### src/rtl/input_spi_rx.sv
// Nibble-wide SPI receiver: synchronizes spi_clk/spi_en/spi_data into clk, pairs nibbles
// (high first) into bytes and buffers them in a show-ahead FIFO. Optional: INPUT_SPI_ERRCNT_EN.
`timescale 1ns/1ps
module input_spi_rx #(
  parameter int FIFO_DEPTH  = 4,
  parameter int SYNC_STAGES = 2
) (
  input  logic       clk,
  input  logic       rst_n,
  input  logic       spi_clk,
  input  logic       spi_en,
  input  logic [3:0] spi_data,
  output logic [7:0] out_data,
  output logic       out_valid,
  input  logic       out_ready,
  output logic       busy,
  output logic       overflow,
  output logic       frame_err,
  input  logic       err_clr
`ifdef INPUT_SPI_ERRCNT_EN
  ,
  output logic [7:0] err_cnt
`endif
);

  localparam int AW = $clog2(FIFO_DEPTH);
  localparam logic [AW:0] PTR_ONE = 1;

  typedef enum logic {S_IDLE, S_HALF} state_t;

  logic [SYNC_STAGES-1:0] r_clk_sync;
  logic [SYNC_STAGES-1:0] r_en_sync;
  logic [3:0]             r_data_sync [SYNC_STAGES];
  logic                   r_clk_prev;

  state_t      r_state;
  logic [3:0]  r_hi;
  logic [7:0]  r_mem [FIFO_DEPTH];
  logic [AW:0] r_wptr;
  logic [AW:0] r_rptr;
  logic        r_overflow;
  logic        r_frame_err;

  logic       w_sclk;
  logic       w_sen;
  logic [3:0] w_sdata;
  logic       w_nib_ev;
  logic       w_wr;
  logic       w_full;
  logic       w_empty;
  logic       w_pop;
  logic       w_push;
  logic       w_ovf_ev;
  logic       w_ferr_ev;

  always_ff @(posedge clk or negedge rst_n) begin
    if (!rst_n) begin
      r_clk_sync <= '0;
      r_en_sync  <= '0;
      r_clk_prev <= 1'b0;
      for (int i = 0; i < SYNC_STAGES; i++) r_data_sync[i] <= 4'h0;
    end else begin
      r_clk_sync     <= {r_clk_sync[SYNC_STAGES-2:0], spi_clk};
      r_en_sync      <= {r_en_sync[SYNC_STAGES-2:0], spi_en};
      r_data_sync[0] <= spi_data;
      for (int i = 1; i < SYNC_STAGES; i++) r_data_sync[i] <= r_data_sync[i-1];
      r_clk_prev     <= r_clk_sync[SYNC_STAGES-1];
    end
  end

  assign w_sclk   = r_clk_sync[SYNC_STAGES-1];
  assign w_sen    = r_en_sync[SYNC_STAGES-1];
  assign w_sdata  = r_data_sync[SYNC_STAGES-1];
  assign w_nib_ev = w_sclk & ~r_clk_prev & w_sen;

  assign w_empty   = (r_wptr == r_rptr);
  assign w_full    = (r_wptr[AW] != r_rptr[AW]) && (r_wptr[AW-1:0] == r_rptr[AW-1:0]);
  assign w_pop     = ~w_empty & out_ready;
  assign w_wr      = w_nib_ev & (r_state == S_HALF);
  // A pop in the same cycle frees the slot, so a full FIFO can still accept the byte.
  assign w_push    = w_wr & (~w_full | w_pop);
  assign w_ovf_ev  = w_wr & w_full & ~w_pop;
  assign w_ferr_ev = (r_state == S_HALF) & ~w_sen;

  always_ff @(posedge clk or negedge rst_n) begin
    if (!rst_n) begin
      r_state <= S_IDLE;
      r_hi    <= 4'h0;
    end else if (r_state == S_IDLE) begin
      if (w_nib_ev) begin
        r_hi    <= w_sdata;
        r_state <= S_HALF;
      end
    end else begin
      if (w_nib_ev || !w_sen) r_state <= S_IDLE;
    end
  end

  always_ff @(posedge clk or negedge rst_n) begin
    if (!rst_n) begin
      r_wptr <= '0;
      r_rptr <= '0;
      for (int i = 0; i < FIFO_DEPTH; i++) r_mem[i] <= 8'h00;
    end else begin
      if (w_push) begin
        r_mem[r_wptr[AW-1:0]] <= {r_hi, w_sdata};
        r_wptr                <= r_wptr + PTR_ONE;
      end
      if (w_pop) r_rptr <= r_rptr + PTR_ONE;
    end
  end

  // Error events take priority over a simultaneous clear.
  always_ff @(posedge clk or negedge rst_n) begin
    if (!rst_n) begin
      r_overflow  <= 1'b0;
      r_frame_err <= 1'b0;
    end else begin
      if (w_ovf_ev)     r_overflow <= 1'b1;
      else if (err_clr) r_overflow <= 1'b0;
      if (w_ferr_ev)    r_frame_err <= 1'b1;
      else if (err_clr) r_frame_err <= 1'b0;
    end
  end

`ifdef INPUT_SPI_ERRCNT_EN
  logic [7:0] r_err_cnt;

  always_ff @(posedge clk or negedge rst_n) begin
    if (!rst_n) r_err_cnt <= 8'h00;
    else if ((w_ovf_ev || w_ferr_ev) && (r_err_cnt != 8'hFF)) r_err_cnt <= r_err_cnt + 8'h01;
  end

  assign err_cnt = r_err_cnt;
`endif

  assign out_data  = r_mem[r_rptr[AW-1:0]];
  assign out_valid = ~w_empty;
  assign busy      = (r_state == S_HALF);
  assign overflow  = r_overflow;
  assign frame_err = r_frame_err;

endmodule

### config.mk
export PLATFORM = sky130hd
export DESIGN_NAME = input_spi_rx
export DESIGN_NICKNAME = d
export VERILOG_FILES = /design/src/rtl/input_spi_rx.sv
export SDC_FILE = /design/constraint.sdc
export NUM_CORES = 1
export LEC_CHECK = 0
export ABC_AREA = 1
export CAP_MARGIN = 20
export CORE_MARGIN = 5
export CORE_UTILIZATION = 41
export CTS_CLUSTER_DIAMETER = 60
export DETAILED_ROUTE_END_ITERATION = 10
export SYNTH_ARGS = -nofsm -noshare
export SYNTH_HDL_FRONTEND = slang
export SYNTH_SLANG_ARGS = --single-unit
### constraint.sdc
create_clock -name clk -period 1.51 [get_ports clk]
set_input_delay 0.302 -clock clk [delete_from_list [all_inputs] [get_ports clk]]
set_output_delay 0.302 -clock clk [all_outputs]
set_load 0.02 [all_outputs]
==> results.md, run 1 <==
* Worst setup SP type: flip-flop
* CTS max path bufs at 2
* Total core area at around 6000 um^2
* Period minus WS final at between 1500 and 2000 ps
* Total wire length at 6.18 mm
* Starting DRC count in detailed routing at approximately 150
* Post-route DRC violation count at 0
* Num Clock Sinks at slightly below 60
* Number of routed nets with antenna violations at 0
* Max frequency at 599 MHz
* Largest net degree at the start of global routing at 47
* Syn nets at between 200 and 300
* Worst VDD drop at between 0.8 and 0.9 mV
* Critical path class: flip-flop to output pin
* DR vias at 2186
* Diode count at 0
* Final Hold Vio Count at 0
* CTS tree: yes
* Syn avg cell area at 9.09 um^2
* Final Setup Violations at 44
* Die width at between 80 and 90 um
* GR Util All Layers at about 17%
* CP startpoint: r_rptr[0]$_DFFE_PN0N_
* Buffers on Ports at 21
* Relative slew slack at around 69%
* Most frequent cells in the layout: 86 x nand2_1, 58 x dfrtp_1, 33 x nand4_1
* Total power at 5.92 mW
* Post-synthesis cell type count at 21
* Die H at 89.2 um
* Met2 wire len at roughly 2.9 mm
* Worst Hold Class: flip-flop to flip-flop
* Worst slew pin tran at 460 ps
* GPL Wtd Cong at between 0.7 and 0.8
* CP arrival at between 1000 and 1500 ps
* Initial Utilization at between 40% and 50%
* Proportion of layout cells with a drive suffix above 1 at 26.1%
* CTS Buf Count at 9
* PD cells at between 1500 and 2000 nW/um^2
* Worst Path Max Fanout at 4
* Slowest stage delay, CP at 390 ps
* Number of global-route vias before repair at ~2100
* Setup Skew at around 7.6 ps
* Final period util at 111%
* Worst setup margin at -159 ps
* Grt ovf at 0
* First-pass detailed-route iteration total at 4
* Highest routed layer: met4
* Met3 routed WL at between 300 and 400 um
* Nets at approximately 350
* Synth Register Bits at 58
* Area Growth Syn to Fin at 35.7%
* Clk slew on worst S/H paths at about 60 ps
* M1 wire length at between 2 and 3 mm
* Rows at 28
* Max-slew violations at 0
* Unrepaired setup endpoints after global routing: yes
* First-pass GRT wire length at 10.2 mm
* Reg-to-reg startpoint: r_rptr[0]$_DFFE_PN0N_
* Synthesized cell area at 2570 um^2
* Critical path data required time at 1210 ps
* LEAKAGE at roughly 1.7 nW
* Max_cap viols at 0
* HP Start: r_data_sync[7]$_DFF_PN0_
* Synth Instances at about 280
* Die ar. at a little under 8000 um^2
* H-tree levels at 3
* Setup crit end kind: output pin
* Worst skew pair latency at about 340 ps
* Final setup TNS at -3220 ps
* Most common cell after layout, fill and taps aside: nand2_1
* Slowest CP cell: dfrtp_1
* Avg Vias per Cell at approximately 5.3
* Fill count at 554
* Status: finished with violations
* Wire per inst at approximately 15 um
* DP Wirelength at a little over 4 mm
* Ports at 22
* Sequential area share after synthesis at 56.4%
* Failing checks: setup timing
* Initial antenna violation count at 0
* Worst path cell trace: buf_6 > buf_6 > nand2_2 > nand2_2 > nor2_4 > nand2_2 > buf_6
* Clock root buffer: clkbuf_8
* Synth Warn # at 0
[sequential cells by signal (all words and copies together) (netlist names)]
signal       count
r_en_sync        2
r_hi             4
r_wptr           3
r_clk_sync       2
r_clk_prev       1
overflow         1
busy             1
w_sdata          4
r_mem           32
frame_err        1
r_data_sync      4
r_rptr           3
[layout make-up]
class	count	area, um^2	area share [%]
sequential	58	1450	41.6
clock buffer	14	153	4.37
tap	75	93.8	2.69
inverter	14	65.1	1.86
timing repair buffer	58	606	17.4
multi-input combinational	197	1120	32.1
[synth_stat cells (all sizes together)]
cell,instances,area (um^2)
buf,11,87.6
clkbuf,5,18.8
dfrtp,58,1450
ha,5,62.6
inv,14,55.1
nand2,94,360
nand3,10,62.6
nand4,33,206
nor2,20,87.6
o21ai,23,115
o22ai,9,56.3
xnor2,1,8.76
[cell families (layout without fill, tap and decap cells)]
group	count (synthesis)	after routing	share of synthesized area (%)
adder cells (fa/ha/maj)	5	5	2.43
flip-flops	58	58	56.4
AND/OR/NAND/NOR	157	159	27.9
AO/OA/AOI/OAI	32	32	6.66
XOR/XNOR	1	1	0.341
buffers and inverters	30	86	6.27
[worst paths after layout]
| path | to | slack (ps) | depth (start not counted) |
|---|---|---|---|
| min in group asynchronous | frame_err$_DFFE_PN0P_ | 390 | 2 |
| min | w_sdata[3]$_DFF_PN0_ | 350 | 0 |
| max in group asynchronous | r_mem[29]$_DFFE_PN0P_ | 560 | 3 |
| min reg2reg | w_sdata[3]$_DFF_PN0_ | 350 | 0 |
| max reg2reg | r_mem[11]$_DFFE_PN0P_ | -80 | 12 |
| max | out_valid | -160 | 7 |
[metrics by stage]
step / cells / hold slack, ps / setup WS (ps) / util, % / area (um^2)
final: 416 / 347 / -159 / 57.9 / 3490
after global placement: 394 / 221 / -296 / 51.0 / 3070
after floorplan: 283 / 6.41 / 49.6 / - / 2620
after detailed placement: 394 / 222 / -326 / 51.0 / 3070
after global routing: 416 / 356 / -238 / 57.9 / 3490
after CTS: 412 / 349 / -168 / 55.3 / 3330
[worst max-delay path, delay by kind of cell (launching register included)]
| kind | cells | cell delay (ps) |
|---|---|---|
| buf+inv | 3 | 380 |
| flops | 1 | 390 |
| simple gates | 4 | 250 |
[power breakdown]
group	switching [mW]	total (mW)	leakage (nW)	internal [mW]
clock network	0.566	1.19	0.0766	0.625
registers	0.200	1.98	0.757	1.78
logic	1.49	2.75	0.896	1.26
total	2.25	5.92	1.73	3.67
[layer usage]
layer	vias up	track usage (%)
met2	57	25.3
met5	-	0
met3	9	3.04
met1	1050	23.4
met4	0	8.53
li1	1070	-
[repair_timing]
action / in CTS / in global routing
cloned: 0 / 4
pin swaps: 3 / 2
setup endpoints to repair: 47 / 47
hold buffers: 1 / 0
setup buffers: 3 / 2
endpoints found under the hold margin: 12 / 0
resized for setup: 85 / 26
(Power assumes the default switching activity.)
==> inputs of run 2 (changes only) <==
- ABC_AREA: 1 -> unset
==> run 2 against run 1 <==
The flow still finishes with violations (setup timing). Non-clock buffer count fell by 11. Hold slack improved by 0.83 ps. Final area fell by 3.0%. Cell count fell by 33%. Global-route usage fell by 2.0 points. Combinational power fell by 15%. Clock power rose by 22%. Fmax fell by 10%. Sequential cell count did not move. Largest cell class unchanged. Largest power group unchanged.
==> results.md, run 2 <==
* Status: finished with violations
* Failing checks: setup timing
* Number of global-route vias before repair at 1654 (-21%)
* Total power at 5.90 mW (-0.39%)
* Layout Cells excl Fill at 280 (-33%)
* Max frequency at 538 MHz (-10%)
* Largest area contributor in the netlist: dfrtp_1
* First-pass GRT wire length at 8.36 mm (-18%)
* Comb pwr share at 39.6% (-6.8 points)
* Synth top area share at 59.5% (+3.0 points)
* Worst path cell trace: buf_6 > mux4_2 > buf_6
* CTS Buf Count at 9 (unchanged)
* Fill count at 428 (-23%)
* Flip-flop and latch area at 1450 um^2 (unchanged)
* Starting DRC count in detailed routing at 36 (-76%)
* Post-route DRC violation count at 0 (unchanged)
* Nets at 216 (-39%)
* Worst R2R Setup Slack at -300 ps (-220 ps)
* DP Wirelength at 3.07 mm (-24%)
* Area Growth Syn to Fin at 38.6%
* Rows at 28 (unchanged)
* Most common cell after layout, fill and taps aside: dfrtp_1
* LEAKAGE at 1.67 nW (-3.6%)
* Max_cap viols at 0 (unchanged)
* Proportion of layout cells with a drive suffix above 1 at 55.1% (+29 points)
* GR Util All Layers at 14.9% (-2.0 points)
* Buffers on Ports at 21 (unchanged)
* RR Endpoint: r_mem[0]$_DFFE_PN0P_
* Initial antenna violation count at 0 (unchanged)
* CP arrival at 1560 ps (+190 ps)
* Most frequent cells in the layout: 58 x dfrtp_1, 34 x mux2_4, 16 x buf_6, 16 x buf_4, 12 x clkbuf_8
* Synth Register Bits at 58 (unchanged)
* Wire per inst at 17.5 um (+18%)
* Syn avg cell area at 16.8 um^2 (+85%)
* Post-synthesis cell type count at 25 (+19%)
* Int Power at 4.14 mW (+13%)
* Flop pwr share at 35.8% (+2.3 points)
* PD cells at 1740 nW/um^2 (+2.7%)
* First-pass detailed-route iteration total at 2 (-2)
* Reg-to-reg startpoint: r_rptr[0]$_DFFE_PN0N_
* Most common cell in the netlist: dfrtp_1
* Die width at 87.2 um (-2.3%)
* Total core area at 5850 um^2 (-2.9%)
* Setup Skew at 5.49 ps (-2.07 ps)
* Final Hold Vio Count at 0 (unchanged)
* Final setup TNS at -12130 ps (-8910 ps)
* Cells after DPL at 259 (-34%)
* Critical path class: flip-flop to output pin
* Unrepaired setup endpoints after global routing: yes
* WHS Endpoint: w_sdata[3]$_DFF_PN0_
* Worst skew pair latency at 330 ps (about the same)
* CTS max path bufs at 2 (unchanged)
* CP dominant cell by count: buf_6
* Relative slew slack at 78.2% (+8.8 points)
* Diode count at 0 (unchanged)
* Sw Pwr at 1.76 mW (-22%)
* Worst slew pin tran at 327 ps (-132 ps)
* Slowest stage delay, CP at 520 ps (+130 ps)
* Sw frac at 29.8% (-8.2 points)
* Part of the power in the clock network at 24.6% (+4.5 points)
* Synth Flop Type: dfrtp_1
* Final period util at 123% (+12 points)
* H-tree levels at 3 (unchanged)
* Top reg by flops: r_mem
* Synth Instances at 145 (-49%)
* Num Clock Sinks at 58 (unchanged)
* Post-synth EDFFs at 0 (unchanged)
* Worst Path Max Fanout at 6 (+2)
* Grt ovf at 0 (unchanged)
* Synth top cells by count: 58 x dfrtp_1, 37 x mux2_2, 8 x mux4_2
* Synthesized cell area at 2440 um^2 (-5.1%)
* Total wire length at 4.89 mm (-21%)
* HP Start: r_data_sync[7]$_DFF_PN0_
* Area of the multi-input gates at 1150 um^2 (+3.0%)
* Syn nets at 160 (-46%)
* Avg Vias per Cell at 4.98 (-5.3%)
* Period minus WS final at 1860 ps (+189 ps)
* Synth Warn # at 0 (unchanged)
* Max-slew violations at 0 (unchanged)
* Clk slew on worst S/H paths at 60 ps (about the same)
* Ports at 22 (unchanged)
* Worst setup margin at -348 ps (-189 ps)
* GPL Wtd Cong at 0.779 (+2.1%)
* Top post-synthesis cells by area: dfrtp_1 59%, mux2_2 17%, mux4_2 7.4%
* Critical path data required time at 1210 ps (about the same)
* Worst Hold Class: flip-flop to flip-flop
* Setup crit end kind: output pin
* Max reg flops at 32 (unchanged)
* Die H at 87.2 um (-2.3%)
* Clock root buffer: clkbuf_8
* DR vias at 1393 (-36%)
* Largest net degree at the start of global routing at 59 (+26%)
* Worst VDD drop at 0.970 mV (+12%)
* Initial Utilization at 41.7% (-0.97 points)
* Slowest CP cell: mux4_2
* Die ar. at 7600 um^2 (-4.5%)
* Ys async rst share at 100% (unchanged)
* Worst setup SP type: flip-flop
* Util after Layout at 57.8% (-0.063 points)
* Hold Path Stages at 0 (unchanged)
* R2R depth at 7 (-5)
* CTS tree: yes
* Number of routed nets with antenna violations at 0 (unchanged)
* Final Setup Violations at 45 (+2.3%)
* Sequential area share after synthesis at 59.5% (+3.0 points)
-- run 2: power groups by stage --
stage / registers [mW] / clock network, mW / logic, mW
2_1_floorplan: 2.07 / 0 / 1.23
3_3_place_gp: 2.10 / 0 / 1.87
3_5_place_dp: 2.12 / 0 / 1.95
4_1_cts: 2.11 / 1.48 / 2.28
5_1_grt: 2.16 / 1.55 / 2.50
6_report: 2.11 / 1.45 / 2.34
-- run 2: metal layers --
metal	up-vias	GRT usage [%]	wire, um
met2	19	23.6	2520
li1	632	-	-
met5	-	0	0
met1	730	18.7	2080
met4	0	8.65	111
met3	12	3.22	174
-- run 2: kinds of logic (layout without fill, tap and decap cells) --
| kind of cell | Yosys count | after routing | synth area share, % |
|---|---|---|---|
| simple gates | 17 | 18 | 6.36 |
| compound gates | 4 | 4 | 1.18 |
| xor+xnor | 7 | 7 | 3.43 |
| fa+ha+maj | 5 | 5 | 2.56 |
| mux | 46 | 46 | 24.9 |
| buf+inv | 8 | 67 | 2.10 |
| flops | 58 | 58 | 59.5 |
-- run 2: worst max-delay path by stage --
| stage | startpoint | endpoint | slack [ps] | cells after the start |
|---|---|---|---|---|
| 2_1_floorplan | r_rptr[0]$_DFFE_PN0N_ | r_mem[0]$_DFFE_PN0P_ | -30 | 5 |
| 3_3_place_gp | r_rptr[0]$_DFFE_PN0N_ | out_data[7] | -390 | 3 |
| 3_5_place_dp | r_rptr[0]$_DFFE_PN0N_ | out_data[5] | -420 | 3 |
| 4_1_cts | r_rptr[0]$_DFFE_PN0N_ | out_data[5] | -370 | 3 |
| 5_1_grt | r_rptr[0]$_DFFE_PN0N_ | out_data[7] | -410 | 3 |
| 6_report | r_rptr[0]$_DFFE_PN0N_ | out_data[7] | -350 | 3 |
-- run 2: what timing repair did --
item | 4_1_cts | 5_1_grt
resized for setup | 100 | 6
endpoints found under the setup margin | 51 | 48
hold buffers | 1 | 0
hold endpoints to repair | 58 | 0
buffers inserted | 5 | 2
pin swaps | 7 | 6
cloned | 1 | 0
-- run 2: worst max-delay path: cells and delay by family (launching register included) --
| kind | cells | cell delay [ps] |
|---|---|---|
| buffers and inverters | 2 | 320 |
| DFF | 1 | 380 |
| muxes | 1 | 520 |
-- run 2: final cells by class --
class                   instances  area share, %
flip-flops and latches         58           42.9
multi-input cells              80           34.1
repair buffers                 47           13.6
clock buffers                  13           4.99
well taps                      75           2.77
clock inverters                 2           1.04
inverters                       5          0.555
-- run 2: metrics by stage --
stage | worst slack [ps] | area (um^2) | hold slack [ps]
global route | -412 | 3380 | 355
CTS | -370 | 3360 | 350
finish | -348 | 3380 | 347
floorplan | -32.1 | 2490 | 6.41
global placement | -388 | 2920 | 319
detailed placement | -421 | 2920 | 330
==> inputs of run 3 (changes only) <==
- PLACE_DENSITY: unset -> 0.7
==> run 3 against run 2 <==
The run still ends with setup timing left. Critical endpoint is now out_data[1]. Via count is 2.4% higher. Combinational power is 4% higher. Sequential cell count stayed put. Die area unchanged. Clock skew increased by 3.2 ps. Global-route usage increased by 0.61 points. Utilization rose by 1.3 points. Highest routed layer unchanged. Largest cell class unchanged. Sequential power about the same. Cell count grew 1.4%. Hold slack about the same.
==> results.md, run 3 (synthesized netlist as in run 2, its figures left out) <==
* Setup crit end kind: output pin
* DP Wirelength at 3.26 mm (+6.1%)
* Flip-flop and latch area at 1450 um^2 (unchanged)
* CP endpoint: out_data[1]
* Initial Utilization at 41.7% (unchanged)
* GR Util All Layers at 15.5% (+0.61 points)
* Final Setup Violations at 46 (+2.2%)
* Worst slew pin tran at 292 ps (-35.0 ps)
* Clk slew on worst S/H paths at 60 ps (about the same)
* Hold Path Stages at 0 (unchanged)
* Post-place setup slack at -380 ps (+41.6 ps)
* Nets at 219 (+1.4%)
* Number of routed nets with antenna violations at 0 (unchanged)
* Relative slew slack at 80.3% (+2.1 points)
* Starting DRC count in detailed routing at 83 (+130%)
* Worst skew pair latency at 340 ps (about the same)
* Grt ovf at 0 (unchanged)
* Die ar. at 7600 um^2 (unchanged)
* First-pass detailed-route iteration total at 4 (+2)
* Area Growth Syn to Fin at 41.7%
* Max-slew violations at 0 (unchanged)
* PD cells at 1790 nW/um^2 (+2.6%)
* CTS Buf Count at 9 (unchanged)
* CTS max path bufs at 2 (unchanged)
* Most common cell after layout, fill and taps aside: dfrtp_1
* Fill count at 420 (-1.9%)
* Buffers on Ports at 21 (unchanged)
* Final setup TNS at -13560 ps (-1420 ps)
* Diode count at 0 (unchanged)
* First-pass GRT wire length at 8.56 mm (+2.5%)
* Setup Skew at 8.74 ps (+3.24 ps)
* LEAKAGE at 1.70 nW (+1.7%)
* Status: finished with violations
* Final hold slack at 348 ps (+0.292 ps)
* Util after Layout at 59.1% (+1.3 points)
* Total core area at 5850 um^2 (unchanged)
* Initial antenna violation count at 0 (unchanged)
* Rows at 28 (unchanged)
* Max frequency at 529 MHz (-1.7%)
* Die width at 87.2 um (unchanged)
* Reg-to-reg startpoint: r_rptr[0]$_DFFE_PN0N_
* H-tree levels at 3 (unchanged)
* Largest net degree at the start of global routing at 59 (unchanged)
* Critical path data required time at 1210 ps (about the same)
* Period minus WS final at 1890 ps (+32.3 ps)
* Max reg flops at 32 (unchanged)
* CTS tree: yes
* Post-route DRC violation count at 0 (unchanged)
* Worst VDD drop at 1.18 mV (+21%)
* R2R depth at 8 (+1)
* Top reg by flops: r_mem
* Worst Path Max Fanout at 5 (-1)
* Area of the multi-input gates at 1150 um^2 (-0.11%)
* Ports at 22 (unchanged)
* Die H at 87.2 um (unchanged)
* Max_cap viols at 0 (unchanged)
* Final period util at 125% (+2.1 points)
* Worst setup SP type: flip-flop
* Avg Vias per Cell at 5.02 (+1.0%)
* Cells after DPL at 259 (unchanged)
* Area post-placement at 2920 um^2 (unchanged)
* Wire per inst at 18.7 um (+6.9%)
* Most frequent cells in the layout: 58 x dfrtp_1, 34 x mux2_4, 23 x buf_6
* Worst setup margin at -380 ps (-32.3 ps)
* Proportion of layout cells with a drive suffix above 1 at 57.4% (+2.3 points)
* CP startpoint: r_rptr[0]$_DFFE_PN0N_
* Final Hold Vio Count at 0 (unchanged)
* Num Clock Sinks at 58 (unchanged)
* Clock root buffer: clkbuf_8
* Total power at 6.18 mW (+4.8%)
* Worst R2R Setup Slack at -320 ps (-20 ps)
* GPL Wtd Cong at 0.805 (+3.3%)
* DR vias at 1427 (+2.4%)
* Worst Hold Class: flip-flop to flip-flop
* Layout Cells excl Fill at 284 (+1.4%)
* Number of global-route vias before repair at 1645 (-0.54%)
* Critical path class: flip-flop to output pin
* CP arrival at 1590 ps (+30 ps)
* RR Endpoint: r_mem[6]$_DFFE_PN0P_
* Failing checks: setup timing
* Total wire length at 5.31 mm (+8.4%)
* Post-route cell area at 3460 um^2 (+2.2%)
* Unrepaired setup endpoints after global routing: yes
==> run 3: report_power, final <==
group          internal, mW  switching, mW  leakage (nW)  total, mW
clock network         0.976          0.632         0.112       1.61
registers              1.86          0.271         0.750       2.13
logic                  1.45          0.990         0.834       2.44
==> run 3: cell type report <==
type	instances	share of cell area (%)
clock buffer	10	3.98
clock inverter	6	2.60
inverter	5	0.543
multi-input combinational	79	33.4
sequential	58	42.0
tap	75	2.71
timing repair buffer	51	14.8
==> run 3: how the worst min path moves through the flow <==
stage	slack [ps]	end	from
after floorplan	6	busy$_DFF_PN0_	rst_n
after global placement	320	r_mem[29]$_DFFE_PN0P_	rst_n
after detailed placement	330	r_mem[29]$_DFFE_PN0P_	rst_n
after CTS	350	r_clk_sync[1]$_DFF_PN0_	r_clk_sync[0]$_DFF_PN0_
after global routing	350	r_clk_sync[1]$_DFF_PN0_	r_clk_sync[0]$_DFF_PN0_
final	350	r_clk_sync[1]$_DFF_PN0_	r_clk_sync[0]$_DFF_PN0_
==> run 3: repair_timing <==
item | in CTS | in global routing
setup buffers | 7 | 5
setup endpoints to repair | 49 | 50
gates resized for setup | 107 | 12
hold endpoints to repair | 58 | 0
hold buffers | 1 | 0
pin swaps | 6 | 5
==> run 3: worst max-delay path, cell delays in order (launching register included) <==
cell and delay, ps:
dfrtp_1 420, buf_6 170, mux4_2 510, buf_6 150
==> run 3: layer usage <==
metal | track usage [%] | up-vias | wire [um]
li1 | - | 635 | -
met3 | 3.97 | 11 | 193
met2 | 26.4 | 38 | 2830
met4 | 7.67 | 0 | 102
met5 | 0 | - | 0
met1 | 18.1 | 743 | 2180
